<file path="src/rtl/ifu_fetch_queue.sv">
// Instruction-fetch queue: issues sequential PC requests and buffers returned instructions for IF.
// Latency: request accepted at N, response at N+k, instValidF at N+k+1 (same cycle with FETCH_BYPASS_EN).
// Backpressure: stallF holds the head; issue stops once buffered + outstanding reaches DEPTH, nothing is lost.
//
// Optional feature macro: FETCH_BYPASS_EN -- when the FIFO is empty a kept response is
// presented on instF/pcF in the cycle it arrives and is only written if not popped.
//
// Ports:
//   clk, rst            clock; asynchronous active-low reset
//   jump, jumpAddr      single-cycle redirect and its 4-byte aligned target
//   stallF              IF not accepting; blocks the pop
//   reqValid/reqAddr    fetch request (accept-on-cycle with reqReady)
//   reqReady            memory accepts the request this cycle
//   respValid/respData  in-order instruction return
//   instValidF/instF/pcF head of the instruction stream to IF
module ifu_fetch_queue #(
    parameter int DEPTH = 4,
    parameter int ADDR_W = 64,
    parameter int INST_W = 32,
    parameter logic [ADDR_W-1:0] RESET_PC = 64'h8000_0000
) (
    input  logic              clk,
    input  logic              rst,
    input  logic              jump,
    input  logic [ADDR_W-1:0] jumpAddr,
    input  logic              stallF,
    output logic              reqValid,
    output logic [ADDR_W-1:0] reqAddr,
    input  logic              reqReady,
    input  logic              respValid,
    input  logic [INST_W-1:0] respData,
    output logic              instValidF,
    output logic [INST_W-1:0] instF,
    output logic [ADDR_W-1:0] pcF
);

    localparam int PW = (DEPTH > 1) ? $clog2(DEPTH) : 1;
    localparam int CW = PW + 1;
    localparam logic [CW:0] DEPTH_C = (CW+1)'(DEPTH);

    // Architectural state
    logic [ADDR_W-1:0] fetchPc;
    logic [CW-1:0]     count;
    logic [CW-1:0]     outCnt;
    logic [CW-1:0]     dropCnt;
    logic [PW-1:0]     wrPtr;
    logic [PW-1:0]     rdPtr;
    logic [PW-1:0]     shWrPtr;
    logic [PW-1:0]     shRdPtr;

    // Instruction FIFO and the shadow FIFO of issued PCs
    logic [INST_W-1:0] instMem [DEPTH];
    logic [ADDR_W-1:0] pcMem   [DEPTH];
    logic [ADDR_W-1:0] shMem   [DEPTH];

    logic              respTaken;
    logic              respKeep;
    logic              fire;
    logic              pop;
    logic              fifoPush;
    logic              fifoPop;
    logic [CW:0]       inFlight;

    always_comb begin
        // A response with nothing outstanding is a protocol error and is ignored entirely.
        respTaken = respValid && (outCnt != '0);
        // Responses still owed to a redirected path, or arriving in a jump cycle, are discarded.
        respKeep  = respTaken && (dropCnt == '0) && !jump;

        // Credit: buffered plus outstanding never exceeds DEPTH, so a kept response always fits.
        inFlight  = {1'b0, count} + {1'b0, outCnt};
        reqValid  = rst && !jump && (inFlight < DEPTH_C);
        reqAddr   = fetchPc;
        fire      = reqValid && reqReady;

        instValidF = 1'b0;
        instF      = '0;
        pcF        = '0;
`ifdef FETCH_BYPASS_EN
        if (count != '0) begin
            instValidF = 1'b1;
            instF      = instMem[rdPtr];
            pcF        = pcMem[rdPtr];
        end else if (respKeep) begin
            instValidF = 1'b1;
            instF      = respData;
            pcF        = shMem[shRdPtr];
        end
        pop      = instValidF && !stallF && !jump;
        // A bypassed response that is consumed immediately never touches the FIFO.
        fifoPop  = pop && (count != '0);
        fifoPush = respKeep && !(pop && (count == '0));
`else
        if (count != '0) begin
            instValidF = 1'b1;
            instF      = instMem[rdPtr];
            pcF        = pcMem[rdPtr];
        end
        pop      = instValidF && !stallF && !jump;
        fifoPop  = pop;
        fifoPush = respKeep;
`endif
    end

    always_ff @(posedge clk or negedge rst) begin
        if (!rst) begin
            fetchPc <= RESET_PC;
            count   <= '0;
            wrPtr   <= '0;
            rdPtr   <= '0;
            shWrPtr <= '0;
            shRdPtr <= '0;
            outCnt  <= '0;
            dropCnt <= '0;
        end else begin
            // Shadow PC FIFO tracks every issued request, independent of redirects,
            // so it stays aligned with the in-order response stream.
            if (fire) begin
                shWrPtr <= shWrPtr + PW'(1);
            end
            if (respTaken) begin
                shRdPtr <= shRdPtr + PW'(1);
            end

            case ({fire, respTaken})
                2'b10:   outCnt <= outCnt + CW'(1);
                2'b01:   outCnt <= outCnt - CW'(1);
                default: ;
            endcase

            if (jump) begin
                fetchPc <= jumpAddr;
                count   <= '0;
                wrPtr   <= '0;
                rdPtr   <= '0;
                // Every request still in flight after this cycle belongs to the old path.
                // Earlier drops are already part of outCnt, so back-to-back jumps do not
                // double count and dropCnt stays bounded by DEPTH.
                dropCnt <= respTaken ? (outCnt - CW'(1)) : outCnt;
            end else begin
                if (fire) begin
                    fetchPc <= fetchPc + ADDR_W'(4);
                end
                if (respTaken && (dropCnt != '0)) begin
                    dropCnt <= dropCnt - CW'(1);
                end
                if (fifoPush) begin
                    wrPtr <= wrPtr + PW'(1);
                end
                if (fifoPop) begin
                    rdPtr <= rdPtr + PW'(1);
                end
                case ({fifoPush, fifoPop})
                    2'b10:   count <= count + CW'(1);
                    2'b01:   count <= count - CW'(1);
                    default: ;
                endcase
            end
        end
    end

    // Storage arrays carry no reset; validity is governed by count and the pointers.
    always_ff @(posedge clk) begin
        if (fifoPush) begin
            instMem[wrPtr] <= respData;
            pcMem[wrPtr]   <= shMem[shRdPtr];
        end
        if (fire) begin
            shMem[shWrPtr] <= fetchPc;
        end
    end

endmodule

</file>
<file path="config.mk">
export PLATFORM = sky130hd
export DESIGN_NAME = ifu_fetch_queue
export DESIGN_NICKNAME = d
export VERILOG_FILES = /design/src/rtl/ifu_fetch_queue.sv
export SDC_FILE = /design/constraint.sdc
export NUM_CORES = 1
export LEC_CHECK = 0
export BUFFER_PORTS_ARGS = -buffer_cell sky130_fd_sc_hd__buf_4
export CAP_MARGIN = 10
export CORE_AREA = 2 2 244 306
export CTS_CLUSTER_SIZE = 12
export DETAILED_ROUTE_END_ITERATION = 16
export DIE_AREA = 0 0 246 308
export GPL_TIMING_DRIVEN = 0
export PLACE_DENSITY = 0.56
export SLEW_MARGIN = 10
export SYNTH_ARGS = -nofsm -noshare
export SYNTH_HDL_FRONTEND = slang
export SYNTH_SLANG_ARGS = --single-unit
</file>
<file path="constraint.sdc">
create_clock -name clk -period 9.1 [get_ports clk]
set_clock_uncertainty 0.05 [all_clocks]
set_input_delay 0.455 -clock clk [delete_from_list [all_inputs] [get_ports clk]]
set_output_delay 0.455 -clock clk [all_outputs]
set_load 0.005 [all_outputs]
</file>
==> results_tabular.tex <==
\begin{tabular}{lr}
\hline
Metric & Value \\
\hline
\multicolumn{2}{l}{\textbf{Synthesis}} \\
Cells after synthesis & 1553 \\
Mean post-synth cell area & 18.6 um\^{}2 \\
Netlist area before placement & 0.0289 mm\^{}2 \\
Post-synthesis sequential area ratio & 73.6\% \\
Most area-hungry cell type in the Yosys netlist & sky130\_fd\_sc\_hd\_\_edfxtp\_1 \\
Area contributors post-synth & sky130\_fd\_sc\_hd\_\_edfxtp\_1, sky130\_fd\_sc\_hd\_\_mux4\_2, sky130\_fd\_sc\_hd\_\_dfrtp\_1, sky130\_fd\_sc\_hd\_\_and2\_1, sky130\_fd\_sc\_hd\_\_nand2\_1 \\
\#FFs+latches synth & 721 \\
Syn Nets & 1673 \\
Number of distinct library cells after synthesis & 60 \\
Most used DFF post-synth & sky130\_fd\_sc\_hd\_\_edfxtp\_1 \\
Async SR Flop Fraction & 11.2\% \\
Area share of the largest cell type after synthesis & 66.6\% \\
Count of flip-flops with a built-in enable after synthesis & 640 \\
YS warnings & 0 \\
\multicolumn{2}{l}{\textbf{Timing}} \\
Worst-Margin Slew & 1.27 ns \\
Count of endpoints failing hold in the final timing report & 0 \\
Relative slew margins & 15.0\% \\
Max Clock Freq & 0.222 GHz \\
Post-layout min period & 4.50 ns \\
Setup repair after global routing missed its margin & no \\
Final cycle utilization of the critical path & 49.5\% \\
Number of failing setup endpoints in the final timing report & 0 \\
Setup TNS & 0 ns \\
Total count of max-transition violations in the final report & 0 \\
\multicolumn{2}{l}{\textbf{Power and ir drop}} \\
Total net switching power & 2.66 mW \\
Static Leak & 11.8 nW \\
Total power & 9.48 mW \\
Switch share & 28.1\% \\
Portion of total power attributed to the clock network & 30.5\% \\
Power density over the cells & 271 mW/mm\^{}2 \\
Cell internal power dissipation & 6.81 mW \\
Worst VDD drop & 0.137 mV \\
Logic gate share of total power & 25.4\% \\
Seq pwr share & 44.0\% \\
\multicolumn{2}{l}{\textbf{Clocking}} \\
Sinks on the clock net & 721 \\
Clock Pin Slew Worst Setup and Hold Paths & 0.06 ns \\
\# H-tree levels & 3 \\
Clock buffer count from CTS & 75 \\
Insertion delay to the later sink of the worst-skew pair & 0.61 ns \\
CTS root buf & sky130\_fd\_sc\_hd\_\_clkbuf\_16 \\
CTS tree & built \\
Post\_cts resized & 0 \\
Max clock buf depth & 3 \\
Post-CTS Repair Setup Buffers & 0 \\
\multicolumn{2}{l}{\textbf{Routing}} \\
Post-DRT Antenna Nets & 0 \\
DRC marker count from the first detailed-route iteration & 1271 \\
Average vias per placed instance & 5.45 \\
Count of vias placed by the detailed router & 16100 \\
TritonRoute pass-1 iters & 5 \\
Detailed-route wire length per cell & 25.4 um \\
DRT Wirelength & 75100 um \\
Post-route DRC violation count & 0 \\
\multicolumn{2}{l}{\textbf{Critical path}} \\
Worst path required time & 9.33 ns \\
Type of destination of the critical path & flop \\
Critical path, cell by cell & dlygate4sd3\_1 > buf\_6 > and4\_1 > clkbuf\_1 > buf\_2 > clkbuf\_1 > and2\_4 > buf\_12 \\
Cell mode on critical path & sky130\_fd\_sc\_hd\_\_clkbuf\_1 \\
CP max stage cell & sky130\_fd\_sc\_hd\_\_and2\_4 \\
Critical path's top delay family & buffers and inverters \\
Startpoint Class & input pin \\
Crit Path Class & input pin to flop \\
Worst-path fanout max & 83 \\
Critical path buffers and inverters & 6 \\
Arrival time of data at the critical path endpoint & 4.74 ns \\
Slowest stage delay, CP & 0.73 ns \\
\multicolumn{2}{l}{\textbf{Hold path}} \\
Worst min-delay path category & input pin to flop \\
\multicolumn{2}{l}{\textbf{Floorplan}} \\
Horizontal die dimension & 246 um \\
Floorplan core area & 0.0729 mm\^{}2 \\
Placement row count & 111 \\
Die outline area & 0.0758 mm\^{}2 \\
Number of I/O pins & 264 \\
Vertical extent of the die & 308 um \\
Initial core utilization & 39.6\% \\
\multicolumn{2}{l}{\textbf{GRT}} \\
Overflow left after global routing & 0 \\
Wire length of the first global-routing pass & 110000 um \\
Busiest layer in global routing & met2 \\
Via count of the first global-routing pass & 16700 \\
Initial antenna violation count & 1 \\
M2 GR Usage & 32.8\% \\
Maximum number of pins on one net before global-route repair & 84 \\
Global-route met1 utilization & 26.2\% \\
Total global routing track utilization & 19.9\% \\
Grt met3 use & 3.78\% \\
\multicolumn{2}{l}{\textbf{Placement}} \\
IO buf count & 263 \\
Placed wire-length estimate & 49800 um \\
Placer's final routability congestion estimate & 0.847 \\
\multicolumn{2}{l}{\textbf{Cells and area}} \\
P\&R area growth vs syn & 21.3\% \\
Layout net count & 2062 \\
\# diodes & 0 \\
Commonest cells after routing, fill and taps aside & sky130\_fd\_sc\_hd\_\_edfxtp\_1, sky130\_fd\_sc\_hd\_\_buf\_4, sky130\_fd\_sc\_hd\_\_mux4\_2 \\
Share of cells above drive strength 1 & 28.6\% \\
Leading cell type in the layout, fill and taps excluded & sky130\_fd\_sc\_hd\_\_edfxtp\_1 \\
Core utilization of the finished layout & 48.0\% \\
\multicolumn{2}{l}{\textbf{Flow run}} \\
MaxCap Viol Count & 0 \\
\multicolumn{2}{l}{\textbf{Outcome}} \\
Outcome & completed \\
\hline
\end{tabular}
## timing repair
action,in CTS,in global routing
hold endpoints to repair,132,80
endpoints found under the setup margin,0,0
hold buffers,36,1
## cell usage after synthesis, types with 2 or more instances
library cell / n
sky130_fd_sc_hd__nand2b_1: 4
sky130_fd_sc_hd__o21ai_0: 29
sky130_fd_sc_hd__nor2b_1: 8
sky130_fd_sc_hd__o31ai_1: 6
sky130_fd_sc_hd__xor2_1: 9
sky130_fd_sc_hd__a21o_1: 2
sky130_fd_sc_hd__nor4_1: 8
sky130_fd_sc_hd__nand4_1: 27
sky130_fd_sc_hd__or4_1: 19
sky130_fd_sc_hd__inv_1: 22
sky130_fd_sc_hd__buf_2: 10
sky130_fd_sc_hd__a221o_1: 4
sky130_fd_sc_hd__mux2_2: 4
sky130_fd_sc_hd__a21oi_1: 10
sky130_fd_sc_hd__a22oi_1: 9
sky130_fd_sc_hd__edfxtp_1: 640
sky130_fd_sc_hd__nor4_2: 3
sky130_fd_sc_hd__clkbuf_1: 54
sky130_fd_sc_hd__and4_1: 5
sky130_fd_sc_hd__or3_1: 6
sky130_fd_sc_hd__ha_1: 17
sky130_fd_sc_hd__and2_1: 107
sky130_fd_sc_hd__buf_1: 13
sky130_fd_sc_hd__nand4b_1: 2
sky130_fd_sc_hd__nand2_1: 83
sky130_fd_sc_hd__a31oi_1: 9
sky130_fd_sc_hd__nand4_2: 2
sky130_fd_sc_hd__nor2_1: 32
sky130_fd_sc_hd__a211oi_1: 2
sky130_fd_sc_hd__mux4_2: 160
sky130_fd_sc_hd__a41oi_1: 3
sky130_fd_sc_hd__dfrtp_1: 80
sky130_fd_sc_hd__nor3_2: 2
sky130_fd_sc_hd__xnor2_1: 11
sky130_fd_sc_hd__o311ai_0: 11
sky130_fd_sc_hd__nor3_1: 13
sky130_fd_sc_hd__a31o_2: 2
sky130_fd_sc_hd__o211ai_1: 25
sky130_fd_sc_hd__and3_1: 14
sky130_fd_sc_hd__nand3_1: 61
sky130_fd_sc_hd__mux2i_1: 6
## routing by layer
| layer | up-vias | share of wire, % |
|---|---|---|
| li1 | 7047 | - |
| met3 | 129 | 6.1 |
| met4 | 2 | 3.2 |
| met5 | - | 0.016 |
| met1 | 8363 | 42 |
| met2 | 534 | 49 |
## state kept, by name, indices dropped and copies added, names as in the netlist
signal	count
dropCnt	3
outCnt	3
count	3
shRdPtr	2
instMem	128
reqAddr	64
pcMem	256
shMem	256
wrPtr	2
rdPtr	2
shWrPtr	2
## path summary, 6_finish.rpt
check / from / to / slack [ns] / cells past startpoint
worst max-delay path: rst / shMem[0][45]$_DFFE_PP_ / 4.60 / 8
worst min-delay path: jumpAddr[62] / reqAddr[62]$_DFFE_PN0P_ / 0.03 / 3
worst max register to register: count[2]$_DFFE_PN0P_ / shMem[0][45]$_DFFE_PP_ / 4.66 / 8
worst min register to register: outCnt[0]$_DFFE_PN0P_ / outCnt[0]$_DFFE_PN0P_ / 0.49 / 1
max in group asynchronous: rst / reqAddr[36]$_DFFE_PN0P_ / 7.93 / 2
min in group asynchronous: rst / reqAddr[15]$_DFFE_PN0P_ / 0.40 / 2
## power groups by stage
stage | logic (mW) | clock network, mW | registers, mW
after floorplan | 1.38 | 0 | 4.18
after global placement | 2.40 | 0 | 4.24
after detailed placement | 2.46 | 0 | 4.24
after CTS | 2.48 | 2.97 | 4.17
after global routing | 2.64 | 3.08 | 4.19
final | 2.41 | 2.89 | 4.17
## logic make-up (layout without fill, tap and decap cells)
group | Yosys count | in the layout | share of synthesized area [%]
AO/OA/AOI/OAI | 117 | 117 | 2.81
XOR/XNOR | 20 | 20 | 0.607
adder cells (fa/ha/maj) | 18 | 18 | 0.807
buffers and inverters | 102 | 541 | 1.40
flip-flops | 721 | 721 | 73.6
multiplexers | 170 | 170 | 12.9
AND/OR/NAND/NOR | 405 | 405 | 7.89
## cell type report
| type | count | area, um^2 |
|---|---|---|
| Clock buffer | 106 | 2100 |
| Buffer | 78 | 313 |
| Multi-Input combinational cell | 730 | 7230 |
| Clock inverter | 21 | 180 |
| Fill cell | 6220 | 37900 |
| Timing Repair Buffer | 312 | 2640 |
| Sequential cell | 721 | 21200 |
| Inverter | 24 | 90.1 |
| Tap cell | 960 | 1200 |
## tightest hold or removal path: stages
cell	delay (ns)
sky130_fd_sc_hd__buf_4	0.10
sky130_fd_sc_hd__nand2_1	0.05
sky130_fd_sc_hd__nand3_1	0.05
## metrics by stage
step                      area [um^2]  hold slack [ns]  setup slack (ns)  cells
after global placement          32000            0.472              1.99   2776
after global routing            35000           0.0203              4.42   2952
final                           35000           0.0300              4.60   2952
after detailed placement        32400            0.472              4.21   2788
after CTS                       35000          0.00102              4.63   2951
after floorplan                 28900            0.109              4.88   1553
No activity file was read; power rests on OpenSTA's default activity.
